[src/rtl/bus_source_arbiter_if.sv]
// Bus-source arbiter port bundle: per-source requests in, bus-mux select and status out.
interface bus_source_arbiter_if #(
  parameter int unsigned N_SRC = 32,
  parameter int unsigned SEL_W = 5,
  parameter int unsigned CNT_W = 8
);
  logic [N_SRC-1:0] req;
  logic             hold;
  logic [SEL_W-1:0] grant_sel;
  logic [N_SRC-1:0] grant_onehot;
  logic             grant_valid;
  logic             conflict;
  logic [CNT_W-1:0] conflict_cnt;

  // Control-unit side: drives requests, observes the grant.
  modport master (
    output req, hold,
    input  grant_sel, grant_onehot, grant_valid, conflict, conflict_cnt
  );

  // Arbiter side.
  modport slave (
    input  req, hold,
    output grant_sel, grant_onehot, grant_valid, conflict, conflict_cnt
  );
endinterface

[src/rtl/bus_source_arbiter.sv]
// Registered bus-source select: fixed-priority or round-robin grant with hold,
// plus conflict detection and a saturating conflict counter. One cycle latency.
module bus_source_arbiter #(
  parameter int unsigned N_SRC = 32,
  parameter int unsigned SEL_W = 5,
  parameter int unsigned MODE  = 0,
  parameter int unsigned CNT_W = 8
) (
  input  logic                 clock,
  input  logic                 clear,
  bus_source_arbiter_if.slave  bus
);

  localparam int unsigned IDX_W = $clog2(N_SRC);

  logic [SEL_W-1:0] grant_sel_q,    grant_sel_nxt;
  logic [N_SRC-1:0] grant_onehot_q, grant_onehot_nxt;
  logic             grant_valid_q,  grant_valid_nxt;
  logic             conflict_q,     conflict_nxt;
  logic [CNT_W-1:0] conflict_cnt_q, conflict_cnt_nxt;
  logic [SEL_W-1:0] ptr_q,          ptr_nxt;

  logic             hold_hit;
  logic             win_found;
  logic [IDX_W-1:0] win_idx;
  logic [IDX_W-1:0] cand;
  logic [IDX_W:0]   cand_sum;

  // Winner search: lowest set index, or first set index after ptr with wrap.
  always_comb begin
    win_found = 1'b0;
    win_idx   = '0;
    cand      = '0;
    cand_sum  = '0;
    if (MODE == 0) begin
      for (int i = int'(N_SRC) - 1; i >= 0; i--) begin
        if (bus.req[i]) begin
          win_found = 1'b1;
          win_idx   = IDX_W'(i);
        end
      end
    end else begin
      // Descending scan so the smallest offset from ptr ends up as the winner.
      for (int k = int'(N_SRC); k >= 1; k--) begin
        cand_sum = (IDX_W+1)'(ptr_q) + (IDX_W+1)'(k);
        if (cand_sum >= (IDX_W+1)'(N_SRC)) begin
          cand_sum = cand_sum - (IDX_W+1)'(N_SRC);
        end
        cand = IDX_W'(cand_sum);
        if (bus.req[cand]) begin
          win_found = 1'b1;
          win_idx   = cand;
        end
      end
    end
  end

  // Next-state: hold keeps the grant only while its own request stays up.
  always_comb begin
    grant_sel_nxt    = grant_sel_q;
    grant_onehot_nxt = grant_onehot_q;
    grant_valid_nxt  = grant_valid_q;
    ptr_nxt          = ptr_q;
    conflict_cnt_nxt = conflict_cnt_q;

    hold_hit = bus.hold && grant_valid_q && bus.req[IDX_W'(grant_sel_q)];

    if (!hold_hit) begin
      if (win_found) begin
        grant_sel_nxt    = SEL_W'(win_idx);
        grant_onehot_nxt = N_SRC'(1) << win_idx;
        grant_valid_nxt  = 1'b1;
        ptr_nxt          = SEL_W'(win_idx);
      end else begin
        // Select stays put so the bus mux does not toggle while idle.
        grant_onehot_nxt = '0;
        grant_valid_nxt  = 1'b0;
      end
    end

    conflict_nxt = ($countones(bus.req) > 1);
    if (conflict_nxt && (conflict_cnt_q != '1)) begin
      conflict_cnt_nxt = conflict_cnt_q + CNT_W'(1);
    end
  end

  // State and output registers; ptr resets to the top index so RR starts at 0.
  always_ff @(posedge clock or posedge clear) begin
    if (clear) begin
      grant_sel_q    <= '0;
      grant_onehot_q <= '0;
      grant_valid_q  <= 1'b0;
      conflict_q     <= 1'b0;
      conflict_cnt_q <= '0;
      ptr_q          <= SEL_W'(N_SRC - 1);
    end else begin
      grant_sel_q    <= grant_sel_nxt;
      grant_onehot_q <= grant_onehot_nxt;
      grant_valid_q  <= grant_valid_nxt;
      conflict_q     <= conflict_nxt;
      conflict_cnt_q <= conflict_cnt_nxt;
      ptr_q          <= ptr_nxt;
    end
  end

  assign bus.grant_sel    = grant_sel_q;
  assign bus.grant_onehot = grant_onehot_q;
  assign bus.grant_valid  = grant_valid_q;
  assign bus.conflict     = conflict_q;
  assign bus.conflict_cnt = conflict_cnt_q;

endmodule

[src/flat_wrapper.sv]
// flat-port wrapper written by rule: the top's interface ports become plain ports
module bus_source_arbiter_flat 
#(
  parameter int unsigned N_SRC = 32,
  parameter int unsigned SEL_W = 5,
  parameter int unsigned MODE  = 0,
  parameter int unsigned CNT_W = 8
)
  (clock, clear, bus_req, bus_hold, bus_grant_sel, bus_grant_onehot, bus_grant_valid, bus_conflict, bus_conflict_cnt);
  bus_source_arbiter_if #(.N_SRC(N_SRC), .SEL_W(SEL_W), .CNT_W(CNT_W)) bus_i ();
  input  logic clock;
  input  logic clear;
  input wire logic [$bits(bus_i.req)-1:0] bus_req;
  input wire logic [$bits(bus_i.hold)-1:0] bus_hold;
  output wire logic [$bits(bus_i.grant_sel)-1:0] bus_grant_sel;
  output wire logic [$bits(bus_i.grant_onehot)-1:0] bus_grant_onehot;
  output wire logic [$bits(bus_i.grant_valid)-1:0] bus_grant_valid;
  output wire logic [$bits(bus_i.conflict)-1:0] bus_conflict;
  output wire logic [$bits(bus_i.conflict_cnt)-1:0] bus_conflict_cnt;
  assign bus_i.req = bus_req;
  assign bus_i.hold = bus_hold;
  assign bus_grant_sel = bus_i.grant_sel;
  assign bus_grant_onehot = bus_i.grant_onehot;
  assign bus_grant_valid = bus_i.grant_valid;
  assign bus_conflict = bus_i.conflict;
  assign bus_conflict_cnt = bus_i.conflict_cnt;
  bus_source_arbiter #(.N_SRC(N_SRC), .SEL_W(SEL_W), .MODE(MODE), .CNT_W(CNT_W)) u_core (.clock(clock), .clear(clear), .bus(bus_i));
endmodule
[config.mk]
export PLATFORM = sky130hd
export DESIGN_NAME = bus_source_arbiter_flat
export DESIGN_NICKNAME = d
export VERILOG_FILES = /design/src/rtl/bus_source_arbiter_if.sv /design/src/rtl/bus_source_arbiter.sv /design/src/flat_wrapper.sv
export SDC_FILE = /design/constraint.sdc
export NUM_CORES = 1
export LEC_CHECK = 0
export BUFFER_PORTS_ARGS = -buffer_cell sky130_fd_sc_hd__buf_2
export CAP_MARGIN = 20
export CORE_MARGIN = 4
export CORE_UTILIZATION = 55
export CTS_CLUSTER_DIAMETER = 200
export CTS_CLUSTER_SIZE = 24
export DETAILED_ROUTE_END_ITERATION = 6
export PLACE_DENSITY_LB_ADDON = 0.05
export SYNTH_ARGS = -nofsm -noshare
export SYNTH_HDL_FRONTEND = slang
export SYNTH_SLANG_ARGS = --single-unit
[constraint.sdc]
create_clock -name clock -period 2.9 [get_ports clock]
set_input_delay 0.145 -clock clock [delete_from_list [all_inputs] [get_ports clock]]
set_output_delay 0.145 -clock clock [all_outputs]
set_load 0.03 [all_outputs]
Word-level counts from Yosys, hierarchy flattened
Cells that the tools add are included.
W data, S select, Z words.

storage, ports and cells
  flip-flop bits (word level) = 47
  bits in latches = 0
  memory bits (writable) = 0
  ROM bits = 0
  output and inout bits = 47
  memories = 0

operators by class
  $add $sub $neg = 32
  $mul = 0
  divide/modulo/power cells = 0
  $lt $le $gt $ge = 2
  equality and inequality tests = 1
  shift-type cells = 1
  multiplexer cells = 68
  bitwise logic cells = 1
  reductions and logical operators = 4

operators with widths
  kind                    number
  $add A32 B32 Y32        14
  $mux W5                 32
  $mux W1                 34
  $add A1 B1 Y2           16
  $gt A32 B2 Y1 const B   1
  $mux W32                1
  $shl A1 B5 Y32 const A  1
  $add A8 B1 Y8 const B   1
  $ne A8 B8 Y1 const B    1
  $lt A5 B6 Y1 const B    1
  $bmux W1 S5             1
  $add A2 B2 Y3           1
  $logic_and A1 B1 Y1     3
  $reduce_and A2 Y1       1
  $not A1 Y1              1

Depth between registers and ports, before layout
  depth in word-level cells = 34
  mapped depth = 22
  depth with buffers taken out = 22

Worst setup path before layout
No wires, ideal clock.

  path kind = input to register
  start = input port bus_req[0]
  end = register u_core.conflict_cnt_q[1], in the netlist u_core.bus.conflict_cnt[1]
  setup time = 0.125 ns
  arrival = 5.553 ns
  data required time = 2.775 ns
  path slack = -2.778 ns
  cell stages on the path = 18
  buffers on the path = 0
  cell sequence = fa_1 -> inv_1 -> fa_1 -> fa_1 -> inv_1 -> ha_1 -> fa_1 -> xnor2_1 -> fa_1 -> fa_1 -> inv_1 -> fa_1 -> ha_1 -> fa_1 -> or2_2 -> a21oi_1 -> o21bai_1 -> mux2_2

between the ends
  longest elaborated chain between the ends = 7

RTL lines
  element                                              line                       RTL
  from (decl)                                          flat_wrapper.sv:13         input wire logic [$bits(bus_i.req)-1:0] bus_req;
  $add A1 B1 Y2 (implied by the code)                  bus_source_arbiter.sv:81   conflict_nxt = ($countones(bus.req) > 1);
  $add A32 B32 Y32 (implied by the code) (4 in a row)  bus_source_arbiter.sv:81
  $gt A32 B2 Y1                                        bus_source_arbiter.sv:81
  $logic_and A1 B1 Y1                                  bus_source_arbiter.sv:82   if (conflict_nxt && (conflict_cnt_q != '1)) begin
  to (signal assigned)                                 bus_source_arbiter.sv:101  conflict_cnt_q <= conflict_cnt_nxt;
  to (decl)                                            bus_source_arbiter.sv:20   logic [CNT_W-1:0] conflict_cnt_q, conflict_cnt_nxt;

Every way passes these cells.
A chain may end at the register's enable or synchronous reset.

Worst setup path after layout
Ends and elaborated chain as after synthesis.

==> flow_summary.ini <==
[outcome]
status = finished with violations
violations = negative setup slack

[worst_setup_path]
worstSetupStartpointType = input port
cp_max_fo = 8
arrival_ns = 5.68
reg2reg_slack_ns = 0.13
r2r_cells = 7
critPathKind = in2reg
worst_ep_required_time_ns = 3.11
end_kind = flip-flop
r2r-start = u_core.bus.grant_sel[1]$_DFFE_PP0P_
r2r-end = u_core.bus.grant_onehot[29]$_DFFE_PP0N_

[sta]
period_share_pct = 189
finalCriticalPeriod_ns = 5.47
final-setup-viol-count = 9
tightestPinTransition_ns = 0.685
drv_slew = 0
rsz0062_at_grt = yes
fmax_mhz = 183
holdWs_ns = 0.212
layout_setup_ws_ns = -2.57
fin_skew_ns = 0.00860
relSlewSlack_pct = 54.1
hold_viol_final = 0
tns_ns = -22.14

[yosys]
synth_top_area_cell = dfrtp_1
synth.top_cells.by_area = dfrtp_1 33%, fa_1 14%, ha_1 7.6%
postSynthAreaPerCell_um2 = 9.88
yosys_most_used_dff = dfrtp_1
async_flop_share_pct = 100
ys_seq_area_share_pct = 32.6
yosys_warnings = 0
synth.distinct_cells = 52
synthCells = 365
netlist_area_um2 = 3610
synth-edff-count = 0
synth_most_common_cell = inv_1
syn-num-nets = 447
synth_top_area_share_pct = 32.6
ys_top_cells_by_count = 48 x inv_1, 47 x dfrtp_1, 47 x nand2_1
synth_seq_cells = 47

[pwr]
ir_drop_v = 0.000925
finalPower_mw = 3.61
cellPowerDensity_nw_per_um2 = 771
p_leak_nw = 2.30

[grt]
grt_pass1_wl_mm = 15.2
antenna_found_initial = 0
grt_pass1_vias = 3139
grt_max_degree = 48
grt-ovfl-total = 0
grt_usage_pct = 24.6

[hold_path]
holdPathStages = 3
min_to = u_core.bus.grant_onehot[0]$_DFFE_PP0N_
hp-start = bus_req[0]
hp-class = in2reg

[final_layout]
diodes = 0
num-nets-final = 578
area_delta_synth_final_pct = 29.9
num-fill-cells = 487
drive_gt1_share_pct = 37.2
utilization_pct = 73.8

[run]
cap_viol_max_count = 0

[die]
die_area_um2 = 7920
core_um2 = 6350
initial_utilization_pct = 56.8
die_y_um = 89.0
dieWidth_um = 89.0
placementRows = 29
num_io_pins = 82

[clocking]
clockBufferDepth = 2
cts_tree = yes
clk_pin_slew_worst_paths_ns = 0.10
htree_num_levels = 2
clock-sinks = 47
numCtsBuffers = 5
insertion_delay_ns = 0.31
root_buffer = clkbuf_8

[detailed_routing]
remaining_drc_errors = 0
avgViaCountPerCell = 5.68
vias = 3260
wl_per_cell_um = 16.5
dr.first_iter.drc_count = 207
routed_wl_mm = 9.44
final_antenna_net_count = 0
drt-pass1-iter-count = 4

[placement]
port_buffers = 81
place_congestion = 0.874
dp_hpwl_mm = 7.65
==> area by class of cell <==
type	instances	area (um2)	share of cell area [%]
Tap cell	77	96.3	2.06
Inverter	48	180	3.85
Sequential cell	47	1180	25.1
Timing Repair Buffer	134	831	17.7
Clock buffer	5	68.8	1.47
Clock inverter	3	27.5	0.588
Multi-Input combinational cell	260	2300	49.2
==> state kept, by name, summed over array words and instances, names as in the netlist <==
signal and cells:
u_core.bus.grant_onehot 32, u_core.bus.conflict_cnt 8, u_core.bus.grant_sel 5, u_core.bus.conflict 1
u_core.bus.grant_valid 1
==> critical path, stage by stage <==
cell and delay (ns):
buf_6 0.10, fa_1 0.55, inv_2 0.04, fa_1 0.44, fa_1 0.50, inv_2 0.05, ha_4 0.16, fa_2 0.36
xnor2_2 0.18, fa_1 0.47, fa_1 0.53, inv_2 0.05, fa_1 0.51, ha_4 0.18, fa_1 0.46, nor4_2 0.19
nand2_1 0.11, a21oi_2 0.13, o21bai_4 0.19, mux2_4 0.33
==> worst max-delay path by stage <==
stage / from / to / depth (start not counted)
6_report: bus_req[0] / u_core.bus.conflict_cnt[1]$_DFFE_PP0P_ / 20
5_1_grt: bus_req[0] / u_core.bus.conflict_cnt[3]$_DFFE_PP0P_ / 22
4_1_cts: bus_req[0] / u_core.bus.conflict_cnt[1]$_DFFE_PP0P_ / 20
3_5_place_dp: bus_req[0] / u_core.bus.conflict_cnt[1]$_DFFE_PP0P_ / 20
3_3_place_gp: bus_req[0] / u_core.bus.conflict_cnt[1]$_DFFE_PP0P_ / 20
2_1_floorplan: bus_req[0] / u_core.bus.conflict_cnt[1]$_DFFE_PP0P_ / 19
==> per-layer routing <==
layer / up-vias / track usage, % / share of wire (%)
met5: - / 0 / 0
met4: 0 / 5.28 / 0.92
met3: 10 / 3.96 / 4.9
met2: 95 / 43.7 / 52
met1: 1589 / 32.0 / 42
li1: 1566 / - / -
==> placed cells by master (no fill, tap or decap), drive strengths merged, types with 6 or more instances in the layout <==
master,instances
nor4,10
mux2i,6
fa,25
nand3,10
nand2,47
nor3,12
o31ai,21
o41ai,9
or4,6
dfrtp,47
buf,133
a21oi,8
mux2,8
nor2,14
ha,22
inv,50
==> kinds of logic after synthesis <==
kind of cell             share of synthesized area, %
flip-flops                                       32.6
buffers and inverters                            6.38
XOR/XNOR                                         2.19
multiplexers                                     7.29
AO/OA/AOI/OAI                                    15.0
adder cells (fa/ha/maj)                          21.5
AND/OR/NAND/NOR                                  15.1
==> report_power, final <==
group / switching [mW] / leakage (nW) / internal, mW
Combinational: 1.23 / 1.63 / 1.11
Sequential: 0.0877 / 0.619 / 0.744
Clock: 0.260 / 0.0467 / 0.179
Total: 1.58 / 2.30 / 2.03
==> per-stage QoR <==
step / instances / area (um2) / setup WS (ns)
floorplan: 365 / 3650 / -2.55
global placement: 560 / 4460 / -2.81
detailed placement: 560 / 4460 / -3.01
CTS: 570 / 4610 / -2.54
global route: 574 / 4680 / -2.67
finish: 574 / 4680 / -2.57
==> repair_timing <==
item / 4_1_cts / 5_1_grt
hold buffers: 0 / 1
buffers inserted: 2 / 2
pin swaps: 6 / 2
endpoints found under the setup margin: 9 / 22
hold endpoints to repair: 0 / 47
resized for setup: 7 / 11
Note: power is estimated with default switching activity, not from simulation.
